**src/rtl/pipeline_hazard_ctrl.sv**
```systemverilog
// Hazard sequencer for the 5-stage pipeline: detects load-use hazards between ID and EX,
// holds multi-cycle stall / flush windows, and counts stall and flush cycles for debug.
module pipeline_hazard_ctrl #(
    parameter int unsigned LOAD_USE_STALL = 1,
    parameter int unsigned FLUSH_CYCLES   = 1,
    parameter logic [1:0]  LOAD_SEL       = 2'b01
) (
    input  logic        clk,
    input  logic        rst_n,
    input  logic [4:0]  IDReadRegister1,
    input  logic        IDReadRegister1Used,
    input  logic [4:0]  IDReadRegister2,
    input  logic        IDReadRegister2Used,
    input  logic [4:0]  EXWriteRegister,
    input  logic        EXRegisterFileWriteEnable,
    input  logic [1:0]  EXRegisterFileWriteSelect,
    input  logic        EXBranchTaken,
    input  logic        CounterClear,
    output logic        PcStall,
    output logic        IFIDStall,
    output logic        IFIDFlush,
    output logic        DataHazard,
    output logic        ControlHazard,
    output logic [31:0] StallCount,
    output logic [31:0] FlushCount
);

    // The detection cycle is counted as the first window cycle, so reload with N-1.
    localparam logic [2:0] StallReload = 3'(LOAD_USE_STALL - 1);
    localparam logic [2:0] FlushReload = 3'(FLUSH_CYCLES - 1);

    typedef enum logic [1:0] {StRun, StStall, StFlush} state_e;

    state_e      state_q, state_d;
    logic [2:0]  cnt_q, cnt_d;
    logic        lu_hit;
    logic        data_hz;
    logic        ctrl_hz;
    logic [31:0] stall_cnt_q, flush_cnt_q;
    logic [31:0] stall_cnt_d, flush_cnt_d;

    assign lu_hit = EXRegisterFileWriteEnable &&
                    (EXRegisterFileWriteSelect == LOAD_SEL) &&
                    (EXWriteRegister != 5'd0) &&
                    ((IDReadRegister1Used && (IDReadRegister1 == EXWriteRegister)) ||
                     (IDReadRegister2Used && (IDReadRegister2 == EXWriteRegister)));

    // Mealy hazard decode; a redirect always beats a data hazard, reset masks everything.
    always_comb begin
        ctrl_hz = 1'b0;
        data_hz = 1'b0;
        if (rst_n) begin
            if (EXBranchTaken || (state_q == StFlush)) begin
                ctrl_hz = 1'b1;
            end else if ((state_q == StStall) || lu_hit) begin
                data_hz = 1'b1;
            end
        end
    end

    assign PcStall       = data_hz;
    assign IFIDStall     = data_hz;
    assign DataHazard    = data_hz;
    assign IFIDFlush     = ctrl_hz;
    assign ControlHazard = ctrl_hz;

    // Window sequencing: a redirect (re)opens the flush window from any state.
    always_comb begin
        state_d = state_q;
        cnt_d   = cnt_q;
        if (EXBranchTaken) begin
            if (FLUSH_CYCLES > 1) begin
                state_d = StFlush;
                cnt_d   = FlushReload;
            end else begin
                state_d = StRun;
                cnt_d   = 3'd0;
            end
        end else begin
            unique case (state_q)
                StRun: begin
                    if (lu_hit && (LOAD_USE_STALL > 1)) begin
                        state_d = StStall;
                        cnt_d   = StallReload;
                    end
                end
                StStall, StFlush: begin
                    if (cnt_q <= 3'd1) begin
                        state_d = StRun;
                        cnt_d   = 3'd0;
                    end else begin
                        cnt_d = cnt_q - 3'd1;
                    end
                end
                default: begin
                    state_d = StRun;
                    cnt_d   = 3'd0;
                end
            endcase
        end
    end

    // Saturating event counters; clear has priority over increment.
    assign stall_cnt_d = CounterClear ? 32'd0 :
                         (data_hz && (stall_cnt_q != 32'hFFFF_FFFF)) ? stall_cnt_q + 32'd1 :
                         stall_cnt_q;
    assign flush_cnt_d = CounterClear ? 32'd0 :
                         (ctrl_hz && (flush_cnt_q != 32'hFFFF_FFFF)) ? flush_cnt_q + 32'd1 :
                         flush_cnt_q;

    assign StallCount = stall_cnt_q;
    assign FlushCount = flush_cnt_q;

    // State, window counter and event counters with synchronous active-low reset.
    always_ff @(posedge clk) begin
        if (!rst_n) begin
            state_q     <= StRun;
            cnt_q       <= 3'd0;
            stall_cnt_q <= 32'd0;
            flush_cnt_q <= 32'd0;
        end else begin
            state_q     <= state_d;
            cnt_q       <= cnt_d;
            stall_cnt_q <= stall_cnt_d;
            flush_cnt_q <= flush_cnt_d;
        end
    end

endmodule

```
**config.mk**
```make
export PLATFORM = sky130hd
export DESIGN_NAME = pipeline_hazard_ctrl
export DESIGN_NICKNAME = d
export VERILOG_FILES = /design/src/rtl/pipeline_hazard_ctrl.sv
export SDC_FILE = /design/constraint.sdc
export NUM_CORES = 1
export LEC_CHECK = 0
export BUFFER_PORTS_ARGS = -buffer_cell sky130_fd_sc_hd__buf_2
export CORE_MARGIN = 5
export CORE_UTILIZATION = 56
export CTS_CLUSTER_SIZE = 25
export DETAILED_ROUTE_END_ITERATION = 6
export PLACE_DENSITY = 0.94
export SYNTH_ARGS = -nofsm -noshare
export SYNTH_HDL_FRONTEND = slang
export SYNTH_SLANG_ARGS = --single-unit
```
**constraint.sdc**
```tcl
create_clock -name clk -period 5.5 [get_ports clk]
set_input_delay 0.825 -clock clk [delete_from_list [all_inputs] [get_ports clk]]
set_output_delay 0.825 -clock clk [all_outputs]
set_load 0.01 [all_outputs]
```
==> impl_metrics.json, run 1 <==
{
  "rsz0062_at_grt": "false",
  "dieHeight_um": 86.3,
  "synthFlopType": "dfxtp_1",
  "synth.avg_cell_area_um2": 8.27,
  "hp-class": "reg -> reg",
  "antennaDiodeCount": 0,
  "num_vias": 3371,
  "crit_type": "in -> reg",
  "core_region_area_um2": 5570,
  "drt-initial-drc-count": 236,
  "drc_errors": 0,
  "status": "completed",
  "ys_warn_count": 0,
  "dr_wl_met3_um": 548,
  "viasPerCell": 6.04,
  "worst_setup_path_end_kind": "flop",
  "cts-root-buf": "clkbuf_8",
  "synth_seq_cells": 64,
  "mostFrequentLayoutCell": "buf_2",
  "dieArea_um2": 7450,
  "cts_made_buffers": 9,
  "cts_resized": 0,
  "finalNonFillerCells": 558,
  "totalWireLength_mm": 8.90,
  "cp.arrival_ns": 3.48,
  "num_rows": 27,
  "htreeDepth": 3,
  "setup-violations-final": 0,
  "grt_remaining_overflow": 0,
  "place.gp.congestion": 0.853,
  "drive_above_1_share": 0.228,
  "cts.path.max_buffers": 2,
  "cts_tree": "done",
  "start_kind": "input pin",
  "routed.top_layer": "met4",
  "clock_sinks": 64,
  "cts_hold_buf": 0,
  "total_leakage_power_nw": 1.56,
  "met2_length_mm": 4.27,
  "grt_max_degree": 41,
  "slew_headroom": 0.206,
  "path_cells": "buf_2, xnor2_1, nand4_1, o22ai_1, nand3_1, or4_1, a21oi_1",
  "dp_hpwl_mm": 6.38,
  "max_freq_ghz": 0.310,
  "met1_length_mm": 3.83,
  "async_reset_ff_frac": 0,
  "syn-num-nets": 420,
  "antenna_found_initial": 0,
  "placed_cells": 542,
  "cp.required_ns": 5.75,
  "ant_nets": 0,
  "cp_max_fo": 40,
  "cap_violations": 0,
  "synth_seq_area_share": 0.393,
  "io_buffers": 92,
  "final_cell_mix": "buf_2, dfxtp_1, nor2_1",
  "worstMarginPinSlew_ns": 1.19,
  "clk_latency_ns": 0.34,
  "grt_pass1_vias": 3161,
  "post_cts_buffers": 0,
  "critical_path.max_stage_delay_ns": 0.91,
  "syn_area_um2": 3260,
  "final.min_clock_period_ns": 3.23,
  "fin_skew_ns": 0.00819,
  "timing.setup.tns_ns": 0,
  "grt_pass1_wl_mm": 14.7,
  "period_share": 0.587,
  "powerDensity_nw_per_um2": 229,
  "ios": 93,
  "initial_utilization": 0.585,
  "grtUsageTotal": 0.241,
  "die_w_um": 86.3,
  "hold_viol": 0,
  "synth_edf_count": 0,
  "drv_slew": 0,
  "drtPass1Iterations": 5,
  "syn-instance-count": 394,
  "ir_drop_mv": 0.180,
  "synth_cell_types": 37,
  "nNetsFinal": 507,
  "area_delta_synth_final_pct": 21.0,
  "wl_per_cell_um": 15.9,
  "cp_slowest_cell": "nand3_1",
  "clk_pin_slew_ns": 0.07
}
==> critical path, delay by kind of cell <==
family / cells / cell delay (ns)
AO/OA/AOI/OAI: 2 / 0.54
buffers and inverters: 1 / 0.13
AND/OR/NAND/NOR: 3 / 1.82
XOR/XNOR: 1 / 0.16
==> where the power goes <==
group          switching [W]  leakage [nW]  internal, W  total (W)
clock               0.000185        0.0993     0.000221   0.000406
combinational      0.0000194         0.946    0.0000143  0.0000336
sequential       0.000000407         0.515     0.000463   0.000464
total               0.000205          1.56     0.000699   0.000904
==> cell usage after synthesis, types with 2 or more instances <==
| cell type | n | area, um2 |
|---|---|---|
| xor2_1 | 30 | 263 |
| nor4bb_1 | 2 | 20.0 |
| nand3_1 | 31 | 155 |
| o21ai_0 | 23 | 115 |
| ha_1 | 2 | 25.0 |
| a311oi_1 | 2 | 17.5 |
| nor3_1 | 4 | 20.0 |
| nor2_1 | 38 | 143 |
| o31ai_1 | 6 | 45.0 |
| xnor2_1 | 14 | 123 |
| buf_4 | 3 | 22.5 |
| nand2_1 | 24 | 90.1 |
| and2_1 | 6 | 37.5 |
| a21oi_1 | 26 | 130 |
| and4_1 | 11 | 96.3 |
| nand4_1 | 21 | 131 |
| mux2i_1 | 2 | 20.0 |
| o211ai_1 | 4 | 30.0 |
| or3_1 | 22 | 138 |
| inv_1 | 5 | 18.8 |
| nor4_1 | 2 | 12.5 |
| nand2b_1 | 3 | 18.8 |
| clkbuf_1 | 13 | 48.8 |
| and3_1 | 13 | 81.3 |
| or4_1 | 11 | 82.6 |
| dfxtp_1 | 64 | 1280 |
| o311ai_0 | 2 | 17.5 |
==> area by class of cell <==
class | count | area (um2)
Clock inverter | 5 | 56.3
Fill cell | 442 | 1630
Clock buffer | 11 | 141
Tap cell | 72 | 90.1
Inverter | 5 | 18.8
Sequential cell | 64 | 1280
Multi-Input combinational cell | 307 | 1880
Timing Repair Buffer | 94 | 475
==> worst paths after layout <==
check,from,end,slack [ns],cells after the start
setup / recovery,EXWriteRegister[2],StallCount[29]$_SDFFE_PP0P_,2.27,7
hold / removal,StallCount[27]$_SDFFE_PP0P_,StallCount[27]$_SDFFE_PP0P_,0.50,2
setup reg to reg,StallCount[16]$_SDFFE_PP0P_,StallCount[29]$_SDFFE_PP0P_,2.60,6
hold reg to reg,StallCount[27]$_SDFFE_PP0P_,StallCount[27]$_SDFFE_PP0P_,0.50,2
==> per-layer routing <==
metal / vias up / track usage
li1: 1617 / -
met4: 0 / 0.105
met5: - / 0
met2: 135 / 0.404
met3: 31 / 0.0390
met1: 1588 / 0.307
==> kinds of logic after synthesis <==
logic type | Yosys count | synth area share
adders and majority gates | 2 | 0.00768
and+or+nand+nor | 193 | 0.329
DFF | 64 | 0.393
muxes | 2 | 0.00614
buffers and inverters | 23 | 0.0303
AOI/OAI and AO/OA | 66 | 0.116
xor gates and xnor gates | 44 | 0.118
==> stage by stage <==
stage	hold WS, ns	total power (W)	cell area [um2]	setup WS (ns)	utilization
5_1_grt	0.528	0.000933	3950	2.01	0.708
4_1_cts	0.499	0.000907	3950	2.30	0.708
3_5_place_dp	0.489	0.000508	3750	1.98	0.672
3_3_place_gp	0.476	0.000507	3750	2.10	0.672
6_report	0.496	0.000904	3950	2.27	0.708
2_1_floorplan	0.504	0.000493	3260	2.75	-
==> registers in the layout (all words and copies together), names as in the netlist <==
| name | flops |
|---|---|
| FlushCount | 32 |
| StallCount | 32 |
(Power assumes the default switching activity.)
==> run 2: changes to the inputs <==
CORE_UTILIZATION = 52   (was 56)
PLACE_DENSITY = 0.89   (was 0.94)
clock period = 3 ns   (was 5.5 ns; I/O delays follow)
==> run 2 against run 1 <==
Global-route usage fell by 1.5 points; clock skew shrank 0.0021 ns; final area rose by 0.44%; final cell count increased by 1.4%; combinational power rose by 82%.
==> impl_metrics.json, run 2 (synthesis gave the netlist of run 1 again) <==
{
  "status": "completed",
  "dieArea_um2": 7950,
  "clk_latency_ns": 0.34,
  "io_buffers": 92,
  "crit_type": "reg -> reg",
  "grt_pass1_vias": 3230,
  "min_path_cells": 2,
  "cts.path.max_buffers": 2,
  "drv_slew": 0,
  "cap_violations": 0,
  "fin_area_um2": 3960,
  "critical_path.max_stage_delay_ns": 0.56,
  "num_vias": 3372,
  "drt-initial-drc-count": 241,
  "crit_start": "StallCount[4]$_SDFFE_PP0P_",
  "seq_area_um2": 1280,
  "htreeDepth": 3,
  "post_cts_buffers": 0,
  "grtUsageMet3": 0.0424,
  "place_ws_ns": 0.453,
  "cts_tree": "done",
  "reg2regPathDepth": 6,
  "grt_pass1_wl_mm": 14.2,
  "worst_setup_path_end_kind": "flop",
  "crit_cells": 6,
  "area_delta_synth_final_pct": 21.6,
  "grt_max_degree": 41,
  "fin_skew_ns": 0.00612,
  "total_leakage_power_nw": 1.57,
  "hold_viol": 0,
  "antennaDiodeCount": 0,
  "cp_slowest_cell": "or4_1",
  "num_rows": 28,
  "worstReg2RegStart": "StallCount[4]$_SDFFE_PP0P_",
  "powerDensity_nw_per_um2": 395,
  "setup-violations-final": 0,
  "drive_above_1_share": 0.236,
  "slew_headroom": 0.564,
  "cts_made_buffers": 9,
  "dp_hpwl_mm": 6.35,
  "grt_remaining_overflow": 0,
  "clock_sinks": 64,
  "dieHeight_um": 89.2,
  "clk_pin_slew_ns": 0.07,
  "final_cell_mix": "buf_2, dfxtp_1, nor2_1",
  "totalWireLength_mm": 8.57,
  "core_region_area_um2": 5990,
  "max_freq_ghz": 0.390,
  "cp.required_ns": 3.26,
  "worstMarginPinSlew_ns": 0.649,
  "cts_hold_buf": 0,
  "cp_max_fo": 9,
  "antenna_found_initial": 0,
  "ant_nets": 0,
  "ir_drop_mv": 0.279,
  "mostFrequentLayoutCell": "buf_2",
  "path_cells": "nand4_2, or4_1, or3_1, or3_1, or3_1, a21oi_1",
  "final.min_clock_period_ns": 2.56,
  "critPathBufInv": 0,
  "timing.setup.tns_ns": 0,
  "nNetsFinal": 512,
  "die_w_um": 89.2,
  "hp-class": "reg -> reg",
  "dpl-instance-area_um2": 3790,
  "multi_input_comb_area_um2": 1880,
  "min_from": "StallCount[11]$_SDFFE_PP0P_",
  "start_kind": "flop",
  "cts-root-buf": "clkbuf_8",
  "worst_slack_ns": 0.436,
  "crit_top_cell": "or3_1",
  "drtPass1Iterations": 7,
  "grt_use_met2": 0.355,
  "nFillCells": 527,
  "place.gp.congestion": 0.894,
  "ios": 93,
  "cp.arrival_ns": 2.83,
  "viasPerCell": 5.96,
  "initial_utilization": 0.544,
  "critPathTopFamily": "simple AND/OR/NAND/NOR gates",
  "drc_errors": 0,
  "use_met1": 0.291,
  "cts_resized": 0,
  "period_share": 0.855,
  "grtUsageTotal": 0.226,
  "rsz0062_at_grt": "false",
  "grt.busiest_layer": "met2",
  "wl_per_cell_um": 15.1
}
==> run 2: metal layers <==
layer,part of all wire,vias to the layer above
met3,0.065,25
met1,0.43,1579
li1,-,1628
met2,0.48,140
met4,0.032,0
met5,0,-
==> run 2: path summary, 6_finish.rpt <==
| path | endpoint | slack, ns |
|---|---|---|
| setup / recovery | StallCount[31]$_SDFFE_PP0P_ | 0.44 |
| hold / removal | StallCount[11]$_SDFFE_PP0P_ | 0.51 |
| setup reg to reg | StallCount[31]$_SDFFE_PP0P_ | 0.44 |
| hold reg to reg | StallCount[11]$_SDFFE_PP0P_ | 0.51 |
==> run 2: layout make-up <==
cell class | count | area share
clock buffer | 11 | 0.0357
clock inverter | 5 | 0.00821
inverter | 5 | 0.00474
multi-input combinational | 307 | 0.475
sequential | 64 | 0.323
tap | 75 | 0.0237
timing repair buffer | 99 | 0.129
==> run 2: per-stage QoR <==
| stage | power, W | util | cells | hold WS (ns) |
|---|---|---|---|---|
| final | 0.00157 | 0.661 | 566 | 0.506 |
| after CTS | 0.00158 | 0.661 | 566 | 0.503 |
| after detailed placement | 0.000932 | 0.632 | 550 | 0.492 |
| after global routing | 0.00163 | 0.661 | 566 | 0.537 |
| after global placement | 0.000930 | 0.632 | 550 | 0.476 |
| after floorplan | 0.000903 | - | 394 | 0.504 |
==> run 2: power breakdown <==
| group | internal [W] | switching (W) | total, W |
|---|---|---|---|
| clock network | 0.000319 | 0.000335 | 0.000654 |
| registers | 0.000850 | 0.000000645 | 0.000850 |
| logic | 0.0000262 | 0.0000351 | 0.0000613 |
==> run 2: worst min-delay path: stages, from the launching register on <==
cell and delay [ns]:
dfxtp_1 0.34, nand2_1 0.07, mux2i_1 0.05
==> run 3: changes to the inputs <==
CORE_MARGIN = 8   (was 5)
SLEW_MARGIN = 10   (was not set)
==> run 3 against run 2 <==
Count of clock-buffer cells in the layout fell by 1; first-iteration DRC count down 29%; sequential power about the same; clock power grew 26%; register-to-register slack hardly changed; non-clock buffer count is 1 lower; die area is 14% higher; clock skew up 0.0038 ns; combinational power about the same; global-route usage shrank 3.0 points; worst hold slack got worse by 0.0055 ns; final cell count up 0.18%; largest power group unchanged.
==> impl_metrics.json, run 3 (synthesis gave the netlist of run 1 again) <==
{
  "drv_slew": 0,
  "hold_viol": 0,
  "dieHeight_um": 95.2,
  "grt_pass1_vias": 3154,
  "crit_type": "reg -> reg",
  "final_cell_mix": "buf_2, dfxtp_1, nor2_1",
  "drtPass1Iterations": 5,
  "powerDensity_nw_per_um2": 434,
  "use_met1": 0.227,
  "status": "completed",
  "core_region_area_um2": 6200,
  "viasPerCell": 5.87,
  "cts_tree": "done",
  "num_vias": 3331,
  "slew_headroom": 0.548,
  "drt-initial-drc-count": 172,
  "cap_violations": 0,
  "period_share": 0.852,
  "max_freq_ghz": 0.391,
  "cts_resized": 0,
  "worstMarginPinSlew_ns": 0.672,
  "antenna_found_initial": 0,
  "worst_setup_path_end_kind": "flop",
  "ios": 93,
  "grt_remaining_overflow": 0,
  "htreeDepth": 3,
  "totalWireLength_mm": 8.78,
  "wl_per_cell_um": 15.5,
  "multi_input_comb_area_um2": 1880,
  "power.internal_w": 0.00136,
  "drive_above_1_share": 0.237,
  "seq_power_share": 0.489,
  "grtUsageTotal": 0.197,
  "pwr-share-comb": 0.035,
  "grt_max_degree": 41,
  "p_sw_frac": 0.216,
  "final.min_clock_period_ns": 2.56,
  "dp_hpwl_mm": 6.54,
  "total_leakage_power_nw": 1.59,
  "drc_errors": 0,
  "cts_hold_buf": 0,
  "antennaDiodeCount": 0,
  "fin_util": 0.645,
  "fin_skew_ns": 0.00992,
  "initial_utilization": 0.525,
  "cts.path.max_buffers": 2,
  "timing.setup.tns_ns": 0,
  "cts_made_buffers": 9,
  "mostFrequentLayoutCell": "buf_2",
  "die_w_um": 95.2,
  "dieArea_um2": 9060,
  "ir_drop_mv": 0.295,
  "grt_use_met2": 0.330,
  "seq_area_um2": 1280,
  "cts-root-buf": "clkbuf_8",
  "cp_max_fo": 9,
  "hp-class": "in -> reg",
  "ant_nets": 0,
  "rsz0062_at_grt": "false",
  "cp.required_ns": 3.27,
  "num_rows": 29,
  "nNetsFinal": 511,
  "switchingPower_w": 0.000376,
  "area_delta_synth_final_pct": 22.8,
  "setup-violations-final": 0,
  "clock_sinks": 64,
  "grt.busiest_layer": "met2",
  "reg2reg_slack_ns": 0.44,
  "clk_latency_ns": 0.35,
  "cp.arrival_ns": 2.83,
  "grtUsageMet3": 0.0638,
  "clk_pin_slew_ns": 0.07,
  "grt_pass1_wl_mm": 14.4,
  "holdWs_ns": 0.501,
  "place.gp.congestion": 0.866,
  "post_cts_buffers": 0,
  "p_clk_frac": 0.475,
  "nFillCells": 525,
  "io_buffers": 92,
  "start_kind": "flop"
}
-- run 3: changes by cell type in the layout (fill, tap and decap cells not counted), sizes merged --
cell	previous run	this run
buf	99	98
bufinv	0	2
clkbuf	11	10
clkinv	2	3
clkinvlp	3	1
-- run 3: path summary, 6_finish.rpt --
| check | cells past startpoint | endpoint | from |
|---|---|---|---|
| max | 6 | StallCount[31]$_SDFFE_PP0P_ | StallCount[3]$_SDFFE_PP0P_ |
| min | 4 | StallCount[17]$_SDFFE_PP0P_ | CounterClear |
| max reg2reg | 6 | StallCount[31]$_SDFFE_PP0P_ | StallCount[3]$_SDFFE_PP0P_ |
| min reg2reg | 2 | StallCount[31]$_SDFFE_PP0P_ | StallCount[31]$_SDFFE_PP0P_ |
-- run 3: power groups by stage --
stage	Sequential, W	Clock (W)	Combinational, W
after CTS	0.000850	0.000833	0.0000619
after global routing	0.000850	0.000873	0.0000677
after global placement	0.000870	0	0.0000592
after floorplan	0.000870	0	0.0000328
final	0.000850	0.000826	0.0000612
after detailed placement	0.000870	0	0.0000613
-- run 3: final cells by class --
cell class / instances / share of cell area
Clock buffer: 10 / 0.0344
Inverter: 5 / 0.00469
Sequential cell: 64 / 0.320
Multi-Input combinational cell: 307 / 0.470
Tap cell: 77 / 0.0241
Timing Repair Buffer: 98 / 0.126
Clock inverter: 6 / 0.0206
-- run 3: metal layers --
layer  share of wire  up-vias
li1                -     1626
met5               0        -
met2            0.49      133
met1            0.41     1560
met3           0.082       12
met4           0.016        0
-- run 3: critical path: stages, from the launching register on --
cell	delay (ns)
dfxtp_1	0.44
nand4_2	0.16
or4_1	0.55
or3_1	0.47
or3_1	0.40
or3_1	0.31
a21oi_1	0.15
-- run 3: metrics by stage --
| step | std cells | setup WS, ns | total power (W) | area (um2) |
|---|---|---|---|---|
| global route | 567 | 0.328 | 0.00179 | 4000 |
| CTS | 567 | 0.436 | 0.00175 | 4000 |
| detailed placement | 551 | 0.459 | 0.000931 | 3780 |
| global placement | 551 | 0.538 | 0.000929 | 3780 |
| floorplan | 394 | 0.577 | 0.000903 | 3260 |
| finish | 567 | 0.445 | 0.00174 | 4000 |
